File: config.mk
export PLATFORM = sky130hd
export DESIGN_NAME = morse_rx_decoder
export DESIGN_NICKNAME = d
export VERILOG_FILES = /design/src/rtl/morse_pkg.sv /design/src/rtl/morse_lookup.sv /design/src/rtl/morse_rx_decoder.sv
export SDC_FILE = /design/constraint.sdc
export NUM_CORES = 1
export LEC_CHECK = 0
export ABC_AREA = 1
export ABC_CLOCK_PERIOD_IN_PS = 1500
export CORE_MARGIN = 1
export CORE_UTILIZATION = 30
export CTS_CLUSTER_SIZE = 10
export DETAILED_ROUTE_END_ITERATION = 8
export GPL_TIMING_DRIVEN = 0
export PLACE_DENSITY_LB_ADDON = 0.05
export SLEW_MARGIN = 15
export SYNTH_ARGS = -nofsm -noshare
export SYNTH_HDL_FRONTEND = slang
export SYNTH_SLANG_ARGS = --single-unit
File: constraint.sdc
create_clock -name clock -period 1.5 [get_ports clock]
set_clock_uncertainty 0.1 [all_clocks]
set_input_delay 0.15 -clock clock [delete_from_list [all_inputs] [get_ports clock]]
set_output_delay 0.15 -clock clock [all_outputs]
set_load 0.02 [all_outputs]
File: src/rtl/morse_pkg.sv
`default_nettype none
// ============================================================================
// Module   : morse_pkg
// Brief    : Shared letter codes, symbol values and receiver state encoding
//            for the Morse A-H loopback path.
// Revision : 1.0 - initial release
// ============================================================================
package morse_pkg;

    // Letter codes, shared with the display stage's pattern table
    localparam logic [2:0] LETTER_A = 3'd0;
    localparam logic [2:0] LETTER_B = 3'd1;
    localparam logic [2:0] LETTER_C = 3'd2;
    localparam logic [2:0] LETTER_D = 3'd3;
    localparam logic [2:0] LETTER_E = 3'd4;
    localparam logic [2:0] LETTER_F = 3'd5;
    localparam logic [2:0] LETTER_G = 3'd6;
    localparam logic [2:0] LETTER_H = 3'd7;

    // Symbol values as stored in the symbol shift register
    localparam logic SYM_DOT  = 1'b0;
    localparam logic SYM_DASH = 1'b1;

    // Receiver state encoding
    typedef enum logic [1:0] {
        IDLE  = 2'd0,
        MARK  = 2'd1,
        SPACE = 2'd2,
        EMIT  = 2'd3
    } state_t;

endpackage
`default_nettype wire

File: src/rtl/morse_lookup.sv
`default_nettype none
// ============================================================================
// Module   : morse_lookup
// Brief    : Combinational map from (symbol count, symbol pattern) to a
//            letter code A-H plus a legality flag. First symbol received
//            sits in the most significant of the nsym valid bits.
// Revision : 1.0 - initial release
// ============================================================================
module morse_lookup
    import morse_pkg::*;
(
    input  logic [2:0] nsym,
    input  logic [3:0] sym,
    output logic [2:0] letter,
    output logic       legal
);

    // Unused upper symbol bits are always zero, so the full register is compared
    always_comb begin
        letter = LETTER_A;
        legal  = 1'b1;
        case ({nsym, sym})
            {3'd2, 4'b0001}: letter = LETTER_A;
            {3'd4, 4'b1000}: letter = LETTER_B;
            {3'd4, 4'b1010}: letter = LETTER_C;
            {3'd3, 4'b0100}: letter = LETTER_D;
            {3'd1, 4'b0000}: letter = LETTER_E;
            {3'd4, 4'b0010}: letter = LETTER_F;
            {3'd3, 4'b0110}: letter = LETTER_G;
            {3'd4, 4'b0000}: letter = LETTER_H;
            default:         legal  = 1'b0;
        endcase
    end

endmodule
`default_nettype wire

File: src/rtl/morse_rx_decoder.sv
`default_nettype none
// ============================================================================
// Module   : morse_rx_decoder
// Brief    : Tick-sampled Morse receiver. Measures mark/space run lengths,
//            classifies marks as dot/dash, and emits a registered letter
//            code (or an error pulse) once a letter-ending gap is seen.
// Revision : 1.0 - initial release
// ============================================================================
module morse_rx_decoder
    import morse_pkg::*;
#(
    parameter int DASH_MIN  = 2,
    parameter int MARK_MAX  = 5,
    parameter int GAP_TICKS = 3,
    parameter int CNT_W     = 4
) (
    input  logic       clock,
    input  logic       reset_n,
    input  logic       tick,
    input  logic       line,
    output logic [2:0] letter,
    output logic       letter_valid,
    output logic       letter_err,
    output logic       busy
);

    localparam logic [CNT_W-1:0] RUN_MAX    = '1;
    localparam logic [CNT_W-1:0] RUN_ONE    = CNT_W'(1);
    localparam logic [CNT_W-1:0] DASH_MIN_C = CNT_W'(DASH_MIN);
    localparam logic [CNT_W-1:0] MARK_MAX_C = CNT_W'(MARK_MAX);
    localparam logic [CNT_W-1:0] GAP_C      = CNT_W'(GAP_TICKS);

    state_t           state;
    logic [CNT_W-1:0] run;
    logic [3:0]       sym;
    logic [2:0]       nsym;
    logic             err_flag;

    logic [CNT_W-1:0] run_inc;
    logic [2:0]       lut_letter;
    logic             lut_legal;

    // Saturating run-length increment; a stuck-high line parks at RUN_MAX
    assign run_inc = (run == RUN_MAX) ? run : run + RUN_ONE;

    morse_lookup u_lookup (
        .nsym   (nsym),
        .sym    (sym),
        .letter (lut_letter),
        .legal  (lut_legal)
    );

    // Receiver FSM with run counter, symbol register and registered outputs
    always_ff @(posedge clock or negedge reset_n) begin
        if (!reset_n) begin
            state        <= IDLE;
            run          <= '0;
            sym          <= '0;
            nsym         <= '0;
            err_flag     <= 1'b0;
            letter       <= LETTER_A;
            letter_valid <= 1'b0;
            letter_err   <= 1'b0;
            busy         <= 1'b0;
        end else begin
            letter_valid <= 1'b0;
            letter_err   <= 1'b0;
            case (state)
                IDLE: begin
                    if (tick && line) begin
                        state <= MARK;
                        run   <= RUN_ONE;
                        busy  <= 1'b1;
                    end
                end
                MARK: begin
                    if (tick) begin
                        if (line) begin
                            run <= run_inc;
                        end else begin
                            // Over-long marks poison the letter instead of adding a symbol
                            if (run > MARK_MAX_C) begin
                                err_flag <= 1'b1;
                            end else begin
                                sym <= {sym[2:0], (run >= DASH_MIN_C) ? SYM_DASH : SYM_DOT};
                                if (nsym == 3'd4) begin
                                    err_flag <= 1'b1;
                                end else begin
                                    nsym <= nsym + 3'd1;
                                end
                            end
                            run <= RUN_ONE;
                            // The falling tick already counts as the first space tick
                            if (GAP_TICKS <= 1) begin
                                state <= EMIT;
                                busy  <= 1'b0;
                            end else begin
                                state <= SPACE;
                            end
                        end
                    end
                end
                SPACE: begin
                    if (tick) begin
                        if (line) begin
                            state <= MARK;
                            run   <= RUN_ONE;
                        end else begin
                            run <= run_inc;
                            if (run_inc == GAP_C) begin
                                state <= EMIT;
                                busy  <= 1'b0;
                            end
                        end
                    end
                end
                EMIT: begin
                    if (lut_legal && !err_flag) begin
                        letter       <= lut_letter;
                        letter_valid <= 1'b1;
                    end else begin
                        letter_err   <= 1'b1;
                    end
                    sym      <= '0;
                    nsym     <= '0;
                    err_flag <= 1'b0;
                    run      <= '0;
                    state    <= IDLE;
                end
                default: begin
                    state <= IDLE;
                end
            endcase
        end
    end

endmodule
`default_nettype wire

==> results of run 1 <==
state kept, by name (all words and copies together), names as in the netlist:
name,cells
busy,1
err_flag,1
letter,3
letter_err,1
letter_valid,1
nsym,3
run,4
state,2
sym,4
stage by stage:
| stage | cell area, µm² | TNS [ns] | hold slack (ns) | worst slack (ns) | util |
|---|---|---|---|---|---|
| finish | 1880 | -0.439 | 0.336 | -0.0721 | 0.466 |
| global route | 1880 | -2.12 | 0.402 | -0.165 | 0.466 |
| CTS | 1680 | -0.503 | 0.372 | -0.0828 | 0.418 |
| detailed placement | 1420 | -2.99 | 0.359 | -0.207 | 0.353 |
| global placement | 1420 | -2.38 | 0.358 | -0.196 | 0.353 |
| floorplan | 1270 | 0 | -0.246 | 0.00348 | - |
layout by cell type, fill, tap and decap left out, drive strengths merged:
cell type       n
nand3          18
dlymetal6s2s    4
clkdlybuf4s50   5
clkbuf          3
dfrtp          20
nor2           23
buf            20
nand4           4
a21oi           9
o31ai           1
clkinvlp        1
nand2          39
inv            29
o21ai          14
ha              9
nor3            2
o22ai           3
cell families after synthesis:
family	Yosys count	synth area share
AOI/OAI and AO/OA	27	0.124
adders and majority gates	9	0.0892
buffers and inverters	30	0.0892
DFF	20	0.396
and+or+nand+nor	86	0.301
report_power, final:
| part | total [mW] | switching, mW | internal (mW) |
|---|---|---|---|
| combinational | 2.15 | 1.22 | 0.928 |
| sequential | 0.984 | 0.240 | 0.744 |
| clock | 0.363 | 0.184 | 0.179 |
| total | 3.49 | 1.64 | 1.85 |
worst min-delay path by stage:
stage,cells past startpoint,endpoint
floorplan,0,busy
global placement,2,letter[1]
detailed placement,2,letter[1]
CTS,1,nsym[0]
global route,1,nsym[2]
finish,1,nsym[1]
layout make-up:
class,count,area [µm²]
well taps,50,62.6
fillers,402,2150
flip-flops and latches,20,507
inverters,30,126
clock buffers,3,41.3
repair buffers,29,265
multi-input cells,122,877
per-layer routing:
| metal | track usage | routed length [µm] | part of all wire | up-vias |
|---|---|---|---|---|
| li1 | - | - | - | 624 |
| met1 | 0.184 | 1430 | 0.45 | 601 |
| met2 | 0.283 | 1620 | 0.51 | 16 |
| met3 | 0.0445 | 82 | 0.026 | 4 |
| met4 | 0.0452 | 39 | 0.012 | 0 |
| met5 | 0 | 0 | 0 | - |
what timing repair did:
item / CTS / global route
hold buffers: 0 / 0
pin swaps: 15 / 22
gates resized for setup: 37 / 43
setup endpoints to repair: 19 / 22
buffers inserted: 14 / 6
worst max-delay path, stage by stage (launching register included):
cell and delay, ns:
dfrtp_2 0.45, buf_4 0.15, ha_4 0.12, nor2_2 0.04
nand2_2 0.07, nand2_4 0.07, a21oi_4 0.28, nand3_1 0.10
o21ai_1 0.10
==> flow_summary.toml, run 1 <==
[worst_setup_path]
worst_setup_path_end_kind = "flip-flop"
setup.worst_path.class = "reg -> reg"
crit_path_end = "sym[2]"
crit_arrival_ns = 1.65
r2r_start = "run[0]"
critPathLaunch = "run[0]"
r2r_setup_slack_ns = -0.07
r2r_end = "sym[2]"
r2r_cells = 8
cp_max_fo = 8
worstSetupStartpointType = "flip-flop"
required_ns = 1.58

[synthesis]
ys_top_cells_by_area = "dfrtp_1 40%, nand2_1 11%, ha_1 8.9%, inv_1 8.3%, nand3_1 6.7%"
synth_warnings = 0
synthFlopType = "dfrtp_1"
synth_largest_area_cell = "dfrtp_1"
synthTopCellsByCount = "37 x nand2_1, 28 x inv_1, 20 x dfrtp_1, 20 x nor2_1, 17 x nand3_1"
synthCells = 172
synth_top_area_frac = 0.396
synth_edf_count = 0
yosysUniqueCellTypes = 20
synth_area_per_cell_um2 = 7.34
syn-num-nets = 185
yosysMostFrequentCell = "nand2_1"
synthArstFlopShare = 1.00
ys_ff_latch = 20
netlist_area_um2 = 1260
ys_seq_area_frac = 0.396

[detailed_routing]
viasPerCell = 4.90
wl_mm = 3.18
drc = 0
dr.pass1.iters = 5
wl_per_cell_um = 12.5
drt_iter0_markers = 33
antenna_left = 0
vias = 1245

[cts]
path_clk_slew_ns = 0.08
ctsLongestPathBuffers = 2
numCtsBuffers = 3
clock-sinks = 20
clk_latency_ns = 0.26
cts_root_buffer = "clkbuf_8"
cts_max_level = 1
cts_tree = "done"

[sta]
max_slew_margin = 0.337
worst_pin_slew_ns = 0.991
fin_crit_sh = 1.05
setup_ws_ns = -0.0721
fmax_ghz = 0.636
slew_violations = 0
final_hold_viol_count = 0
rsz0062_at_grt = "yes"
period_minus_slack_ns = 1.57
finalSetupViolations = 11

[place]
place_congestion = 0.821
place_inst = 231
portBuffers = 9
post-dp-hpwl_mm = 2.08

[global_routing]
antenna_found_initial = 0
grt_use_total = 0.159
grt_pass1_vias = 1172
grt_max_degree = 21
gr-total-overflow = 0
grt_pass1_wl_mm = 5.24

[pwr]
power_leakage_nw = 0.941
p_per_area_nw_per_um2 = 1860
total_power_mw = 3.49
ir_worst_vdd_uv = 1160

[floorplanning]
initial_utilization = 0.313
io_pins = 10
die-area_um2 = 4470
coreArea_um2 = 4030
die_h_um = 66.9
die_w_um = 66.9
placementRows = 23

[layout]
antenna_cells = 0
final_layout_size_suffix_gt1_frac = 0.402
synthToLayoutAreaGrowth_pct = 48.9
final_cells = 254
nNetsFinal = 219

[status]
failed_checks = "negative setup slack"
status = "finished, violations left"

[worst_hold_path]
hold_class = "in -> async"

[run]
drv_cap = 0
Power figures use the tool's default switching activity.
==> inputs of run 2 (changes only) <==
--- a/config.mk
+++ b/config.mk
@@ -12,6 +12,7 @@
 export CTS_CLUSTER_SIZE = 10
 export DETAILED_ROUTE_END_ITERATION = 8
 export GPL_TIMING_DRIVEN = 0
+export HOLD_SLACK_MARGIN = 0.12
 export PLACE_DENSITY_LB_ADDON = 0.05
 export SLEW_MARGIN = 15
 export SYNTH_ARGS = -nofsm -noshare
==> results of run 2 <==
No change in the layout: final DEF, timing and power equal those of run 1.
